**config.mk**
```make
export PLATFORM = sky130hd
export DESIGN_NAME = ntm_modular_inverter
export DESIGN_NICKNAME = d
export VERILOG_FILES = /design/src/rtl/ntm_modular_inverter.sv
export SDC_FILE = /design/constraint.sdc
export NUM_CORES = 2
export LEC_CHECK = 0
export ABC_AREA = 1
export BUFFER_PORTS_ARGS = -buffer_cell sky130_fd_sc_hd__clkbuf_2
export CAP_MARGIN = 20
export CELL_PAD_IN_SITES_DETAIL_PLACEMENT = 1
export CELL_PAD_IN_SITES_GLOBAL_PLACEMENT = 1
export CORE_ASPECT_RATIO = 1.75
export CORE_UTILIZATION = 40
export DETAILED_ROUTE_END_ITERATION = 10
export GPL_TIMING_DRIVEN = 0
export HOLD_SLACK_MARGIN = 0.1
export PLACE_DENSITY = 0.73
export SLEW_MARGIN = 10
export SYNTH_ARGS = -nofsm -noshare
export SYNTH_HDL_FRONTEND = slang
export SYNTH_SLANG_ARGS = --single-unit
```
**constraint.sdc**
```tcl
create_clock -name CLK -period 27.3 [get_ports CLK]
set_input_delay 2.73 -clock CLK [delete_from_list [all_inputs] [get_ports CLK]]
set_output_delay 2.73 -clock CLK [all_outputs]
set_load 0.01 [all_outputs]
```
**src/rtl/ntm_modular_inverter.sv**
```systemverilog
// Modular inverse a^-1 mod m by the binary extended Euclidean algorithm.
// Optional ERROR output enabled by defining NTM_MODULAR_INVERTER_ERROR_EN.
module ntm_modular_inverter #(
  parameter int DATA_SIZE    = 64,
  parameter int CONTROL_SIZE = 64
) (
  input  logic                 CLK,
  input  logic                 RST,
  input  logic                 START,
  input  logic [DATA_SIZE-1:0] DATA_IN,
  input  logic [DATA_SIZE-1:0] DATA_X_IN,
`ifdef NTM_MODULAR_INVERTER_ERROR_EN
  output logic                 ERROR,
`endif
  output logic                 READY,
  output logic [DATA_SIZE-1:0] DATA_OUT
);

  localparam int W = DATA_SIZE + 1;

  typedef enum logic [2:0] {
    STARTER  = 3'd0,
    REDUCE   = 3'd1,
    CHECK    = 3'd2,
    HALVE_U  = 3'd3,
    HALVE_V  = 3'd4,
    SUBTRACT = 3'd5,
    ENDER    = 3'd6
  } state_t;

  state_t                  r_state, w_next;
  logic [W-1:0]            r_u, r_v, r_x1, r_x2;
  logic                    r_inv;
  logic                    r_ready;
  logic [DATA_SIZE-1:0]    r_out;
  logic [CONTROL_SIZE-1:0] r_steps;

  logic [W-1:0] w_m, w_a;
  logic         w_bad_mod;
  logic [W-1:0] w_x1_half, w_x2_half, w_x1_sub, w_x2_sub;

  assign w_m       = {1'b0, DATA_X_IN};
  assign w_a       = {1'b0, DATA_IN};
  assign w_bad_mod = ~DATA_X_IN[0] | (DATA_X_IN < DATA_SIZE'(3));

  // x stays in [0, m); the extra bit keeps x + m from overflowing.
  assign w_x1_half = r_x1[0] ? ((r_x1 + w_m) >> 1) : (r_x1 >> 1);
  assign w_x2_half = r_x2[0] ? ((r_x2 + w_m) >> 1) : (r_x2 >> 1);
  assign w_x1_sub  = (r_x1 >= r_x2) ? (r_x1 - r_x2) : (r_x1 + w_m - r_x2);
  assign w_x2_sub  = (r_x2 >= r_x1) ? (r_x2 - r_x1) : (r_x2 + w_m - r_x1);

  always_ff @(posedge CLK or posedge RST) begin
    if (RST) r_state <= STARTER;
    else     r_state <= w_next;
  end

  always_comb begin
    w_next = r_state;
    case (r_state)
      STARTER:  if (START) w_next = w_bad_mod ? ENDER : REDUCE;
      REDUCE:   if (r_u < w_m) w_next = CHECK;
      CHECK: begin
        if (r_u == '0 || r_v == '0 || r_u == W'(1) || r_v == W'(1)) w_next = ENDER;
        else if (!r_u[0])                                           w_next = HALVE_U;
        else if (!r_v[0])                                           w_next = HALVE_V;
        else                                                        w_next = SUBTRACT;
      end
      HALVE_U, HALVE_V, SUBTRACT: w_next = CHECK;
      ENDER:    w_next = STARTER;
      default:  w_next = STARTER;
    endcase
  end

`ifdef NTM_MODULAR_INVERTER_ERROR_EN
  logic r_err;
  assign ERROR = r_err;
`endif

  always_ff @(posedge CLK or posedge RST) begin
    if (RST) begin
      r_u     <= '0;
      r_v     <= '0;
      r_x1    <= '0;
      r_x2    <= '0;
      r_inv   <= 1'b0;
      r_ready <= 1'b0;
      r_out   <= '0;
      r_steps <= '0;
`ifdef NTM_MODULAR_INVERTER_ERROR_EN
      r_err   <= 1'b0;
`endif
    end else begin
      r_ready <= 1'b0;
      r_steps <= (r_state == STARTER) ? '0 : r_steps + 1'b1;
      case (r_state)
        STARTER: if (START) begin
          if (w_bad_mod) r_inv <= 1'b1;
          else begin
            r_inv <= 1'b0;
            r_u   <= w_a;
            r_v   <= w_m;
            r_x1  <= W'(1);
            r_x2  <= '0;
          end
        end
        REDUCE:   if (r_u >= w_m) r_u <= r_u - w_m;
        CHECK:    if (r_u == '0 || r_v == '0) r_inv <= 1'b1;
        HALVE_U: begin
          r_u  <= r_u >> 1;
          r_x1 <= w_x1_half;
        end
        HALVE_V: begin
          r_v  <= r_v >> 1;
          r_x2 <= w_x2_half;
        end
        SUBTRACT: begin
          if (r_u >= r_v) begin
            r_u  <= r_u - r_v;
            r_x1 <= w_x1_sub;
          end else begin
            r_v  <= r_v - r_u;
            r_x2 <= w_x2_sub;
          end
        end
        ENDER: begin
          r_ready <= 1'b1;
          if (r_inv)            r_out <= '0;
          else if (r_u == W'(1)) r_out <= r_x1[DATA_SIZE-1:0];
          else                  r_out <= r_x2[DATA_SIZE-1:0];
`ifdef NTM_MODULAR_INVERTER_ERROR_EN
          r_err <= r_inv;
`endif
        end
        default: ;
      endcase
    end
  end

  assign READY    = r_ready;
  assign DATA_OUT = r_out;

endmodule
```
==> metrics.md, run 1 <==
| Metric | Value |
|---|---|
| Status | `aborted with a tool error` |
| Stage reached | `5_1_grt` |
| Stop Error | `[ERROR GRT-0116] Global routing finished with congestion. Check the congestion regions in the DRC Viewer.` |
| Largest net degree at the start of global routing | `109` |
| CTS buffer count | `40` |
| CTS Hold Bufs | `0` |
| Tot GR Track Use | `82.4%` |
| Post-DP Area | `0.0690 mm²` |
| EDFF count, synth | `0` |
| Mapped Nets | `12.9k` |
| Synth Register Bits | `329` |
| Ys flop type | `dfrtp_1` |
| YS warnings | `0` |
| Chip height | `535 µm` |
| Synthesized instance count | `12.2k` |
| First-pass GRT wire length | `1010 mm` |
| Ys async rst share | `100%` |
| Port Buffers | `195` |
| Clock Root Buffer | `clkbuf_16` |
| GP Congestion | `1.37` |
| Synth unique cells | `53` |
| Syn avg cell area | `5.32 µm²` |
| Post-CTS sizing | `0` |
| Sink Count | `329` |
| Cell area after synthesis | `0.0649 mm²` |
| Congestion Overflow GR | `6304` |
| Row count | `195` |
| Sequential element share of the synthesized area | `12.7%` |
| Boundary Pins | `196` |
| Vias in the first global route | `113k` |
| Final HPWL DP | `457 mm` |
| Chip width | `306 µm` |
| Clk buf depth | `3` |
| Total setup buffers inserted after CTS | `0` |
| Starting Density | `40.2%` |
| H-tree depth | `2` |
[per-layer routing]
| layer | global-route usage (%) | overflow |
|---|---|---|
| met1 | 77.9 | 51 |
| met2 | 108 | 4711 |
| met3 | 59.7 | 68 |
| met4 | 89.2 | 1468 |
| met5 | 23.8 | 6 |
[cell families after synthesis]
group / count (synthesis) / synth area share (%)
simple gates: 6695 / 41.9
buf+inv: 2276 / 13.5
xor+xnor: 238 / 3.21
flops: 329 / 12.7
compound gates: 2083 / 17.2
fa+ha+maj: 588 / 11.4
[through the flow]
step	std cells	setup slack (ns)	util (%)	hold WS [ns]
floorplan	12200	15.46	-	0.454
global placement	14600	10.27	42.5	0.472
detailed placement	14600	18.18	42.8	0.478
CTS	14700	18.85	43.6	0.494
[cells in the mapped netlist (9+ instances only)]
master	count	share of area (%)
nand2_1	4283	25
inv_1	2005	12
nor2_1	1134	6.6
a21oi_1	1023	7.9
nand3_1	887	6.8
o21ai_0	683	5.3
ha_1	579	11
dfrtp_1	329	13
xor2_1	170	2.3
nand4_1	166	1.6
clkbuf_1	149	0.86
o21bai_1	95	1.1
nor3_1	81	0.62
o21ai_1	75	0.58
xnor2_1	68	0.92
buf_2	52	0.40
o22ai_1	52	0.50
o211ai_1	36	0.42
nor4_1	35	0.34
or2_2	33	0.32
inv_2	28	0.16
nand3b_1	28	0.32
a21o_1	26	0.30
a21boi_0	24	0.28
o2111ai_1	23	0.31
o21a_1	22	0.25
nor2_2	21	0.20
buf_4	13	0.15
buf_6	12	0.21
clkbuf_2	9	0.069
fa_1	9	0.28
==> inputs of run 2 (changes only) <==
- CELL_PAD_IN_SITES_DETAIL_PLACEMENT: 1 -> default
- CELL_PAD_IN_SITES_GLOBAL_PLACEMENT: 1 -> default
- CORE_ASPECT_RATIO: 1.75 -> default
- CORE_UTILIZATION: 40 -> 25
- HOLD_SLACK_MARGIN: 0.1 -> default
- PLACE_DENSITY: 0.73 -> default
- PLACE_DENSITY_LB_ADDON: default -> 0.15
==> metrics.md, run 2 <==
| Metric | Value |
|---|---|
| Area growth syn-to-layout | `11.6%` |
| Most common cell after layout, fill and taps aside | `nand2_1` |
| GP Congestion | `1.07` |
| Final Max Slew Viols | `0` |
| Vias in the first global route | `81.5k` |
| Buf/Inv on CP | `5` |
| Drt drc | `0` |
| Sequential element share of the synthesized area | `12.7%` |
| DR iter-0 viols | `8271` |
| Tot GR Track Use | `34.2%` |
| Routed Antenna Nets | `0` |
| Total setup buffers inserted after CTS | `0` |
| Chip height | `511 µm` |
| Nets@finish | `13.2k` |
| FMAX | `123 MHz` |
| GR Layer Usage met1 | `40.7%` |
| Syn avg cell area | `5.32 µm²` |
| Most frequent cells in the layout | `nand2_1, inv_1, nor2_1` |
| Core Region | `0.257 mm²` |
| Worst Setup Start Kind | `input port` |
| Worst slew pin tran | `1.27 ns` |
| Post-Route WL | `465 mm` |
| Starting Density | `25.2%` |
| Setup TNS | `0 ns` |
| Worst-path clk slew | `0.06 ns` |
| Max_slew headroom | `14.1%` |
| Row count | `186` |
| Post-CTS sizing | `0` |
| Critical path class | `in2reg` |
| Mapped Nets | `12.9k` |
| First-pass iteration count of the detailed router | `7` |
| Area leader, netlist | `nand2_1` |
| Vias/cell | `5.26` |
| Largest net degree at the start of global routing | `92` |
| Synth top area share | `24.8%` |
| Cell repeated most along the worst path | `nand2_1` |
| Fin crit period | `8.14 ns` |
| Synth unique cells | `53` |
| H-tree depth | `2` |
| Clock Root Buffer | `clkbuf_16` |
| Final HPWL DP | `410 mm` |
| First-pass GRT wire length | `623 mm` |
| Worst hold path type | `reg2reg` |
| RSZ-0062 raised after global routing | `no` |
| Max FO, Critical Path | `5` |
| Share of layout cells above drive strength 1 | `4.09%` |
| Boundary Pins | `196` |
| Largest cells by area after synthesis | `nand2_1, dfrtp_1, inv_1` |
| CTS buffer count | `53` |
| Busiest layer in global routing | `met2` |
| Setup Skew | `0.0627 ns` |
| Largest delay contributor family on the critical path | `simple AND/OR/NAND/NOR gates` |
| Slowest stage cell on the critical path | `fa_1` |
| CTS tree | `yes` |
| Cell area after synthesis | `0.0649 mm²` |
| Port Buffers | `195` |
| Max incr delay on CP | `0.60 ns` |
| Crit path required time | `27.95 ns` |
| Routed vias | `83.6k` |
| CTS Hold Bufs | `0` |
| Fin. Hold Viols | `0` |
| Fillers | `30.9k` |
| CP endpoint kind | `flop` |
| Max-cap violation count | `0` |
| Ys flop type | `dfrtp_1` |
| Clock latency on the worst-skew pair | `0.77 ns` |
| Grt met2 use | `56.0%` |
| Synthesized instance count | `12.2k` |
| Top cells by count, synth | `nand2_1, inv_1, nor2_1` |
| WP data arrival | `8.79 ns` |
| Die area | `0.262 mm²` |
| Final Cycle Share | `29.8%` |
| Chip width | `511 µm` |
| Reg-to-reg slack, setup | `20.53 ns` |
| EDFF count, synth | `0` |
| Synth Register Bits | `329` |
| Initial antenna violation count | `21` |
| Final setup vio count | `0` |
| DR WL/cell | `29.3 µm` |
| Status | `complete, no violations` |
| Ys async rst share | `100%` |
| Congestion Overflow GR | `0` |
| GR Util met3 | `4.71%` |
| YS warnings | `0` |
| Clk buf depth | `3` |
| Sink Count | `329` |
| Most common cell in the netlist | `nand2_1` |
-- run 2: cell counts after synthesis --
Identical to the previous run, type by type.
-- run 2: cell families after synthesis --
family / synth area share, %
xor gates and xnor gates: 3.21
DFF: 12.7
adders and majority gates: 11.4
and+or+nand+nor: 41.9
AOI/OAI and AO/OA: 17.2
buffers and inverters: 13.5
-- run 2: worst paths after layout --
path                                          from                       to  depth (start not counted)
max                                   DATA_X_IN[1]     r_x2[60]$_DFFE_PP0P_                         29
min in group asynchronous                      RST      r_v[57]$_DFFE_PP0P_                          2
min                        DATA_OUT[2]$_DFFE_PP0P_  DATA_OUT[2]$_DFFE_PP0P_                          2
max in group asynchronous                      RST      r_x1[6]$_DFFE_PP0P_                          4
min reg2reg                DATA_OUT[2]$_DFFE_PP0P_  DATA_OUT[2]$_DFFE_PP0P_                          2
max reg2reg                    r_x2[0]$_DFFE_PP0P_     r_x2[60]$_DFFE_PP0P_                         29
-- run 2: final cells by class --
type	instances	area [µm²]	area share, %
repair buffers	217	1360	1.87
diodes	4	10.0	0.0138
plain buffers	242	1150	1.59
well taps	3384	4230	5.85
multi-input cells	9604	47900	66.2
inverters	2034	7640	10.6
clock inverters	27	398	0.550
clock buffers	69	1450	2.00
flip-flops and latches	329	8230	11.4
-- run 2: metal layers --
metal | part of all wire, % | wire length (µm)
met5 | 0.0028 | 13
met4 | 8.8 | 41200
met3 | 6.5 | 30400
met2 | 45 | 209000
met1 | 40 | 185000
-- run 2: worst min-delay path, cell delays in order, from the launching register on --
cell and delay, ns:
dfrtp_1 0.33, nand2_1 0.06, o21ai_0 0.06
-- run 2: through the flow --
stage | setup slack, ns | hold WS (ns) | cells | utilization, % | instance area, µm²
2_1_floorplan | 15.46 | 0.454 | 12200 | - | 64900
3_3_place_gp | 9.16 | 0.480 | 15800 | 27.2 | 70100
3_5_place_dp | 18.70 | 0.473 | 15800 | 27.4 | 70500
4_1_cts | 19.49 | 0.490 | 15900 | 28.1 | 72400
5_1_grt | 19.12 | 0.510 | 15900 | 28.1 | 72400
6_report | 19.16 | 0.487 | 15900 | 28.1 | 72400
Power of run 2 is not shown: default switching activity piles up to over one toggle a cycle in this logic, so the estimate is an artifact.
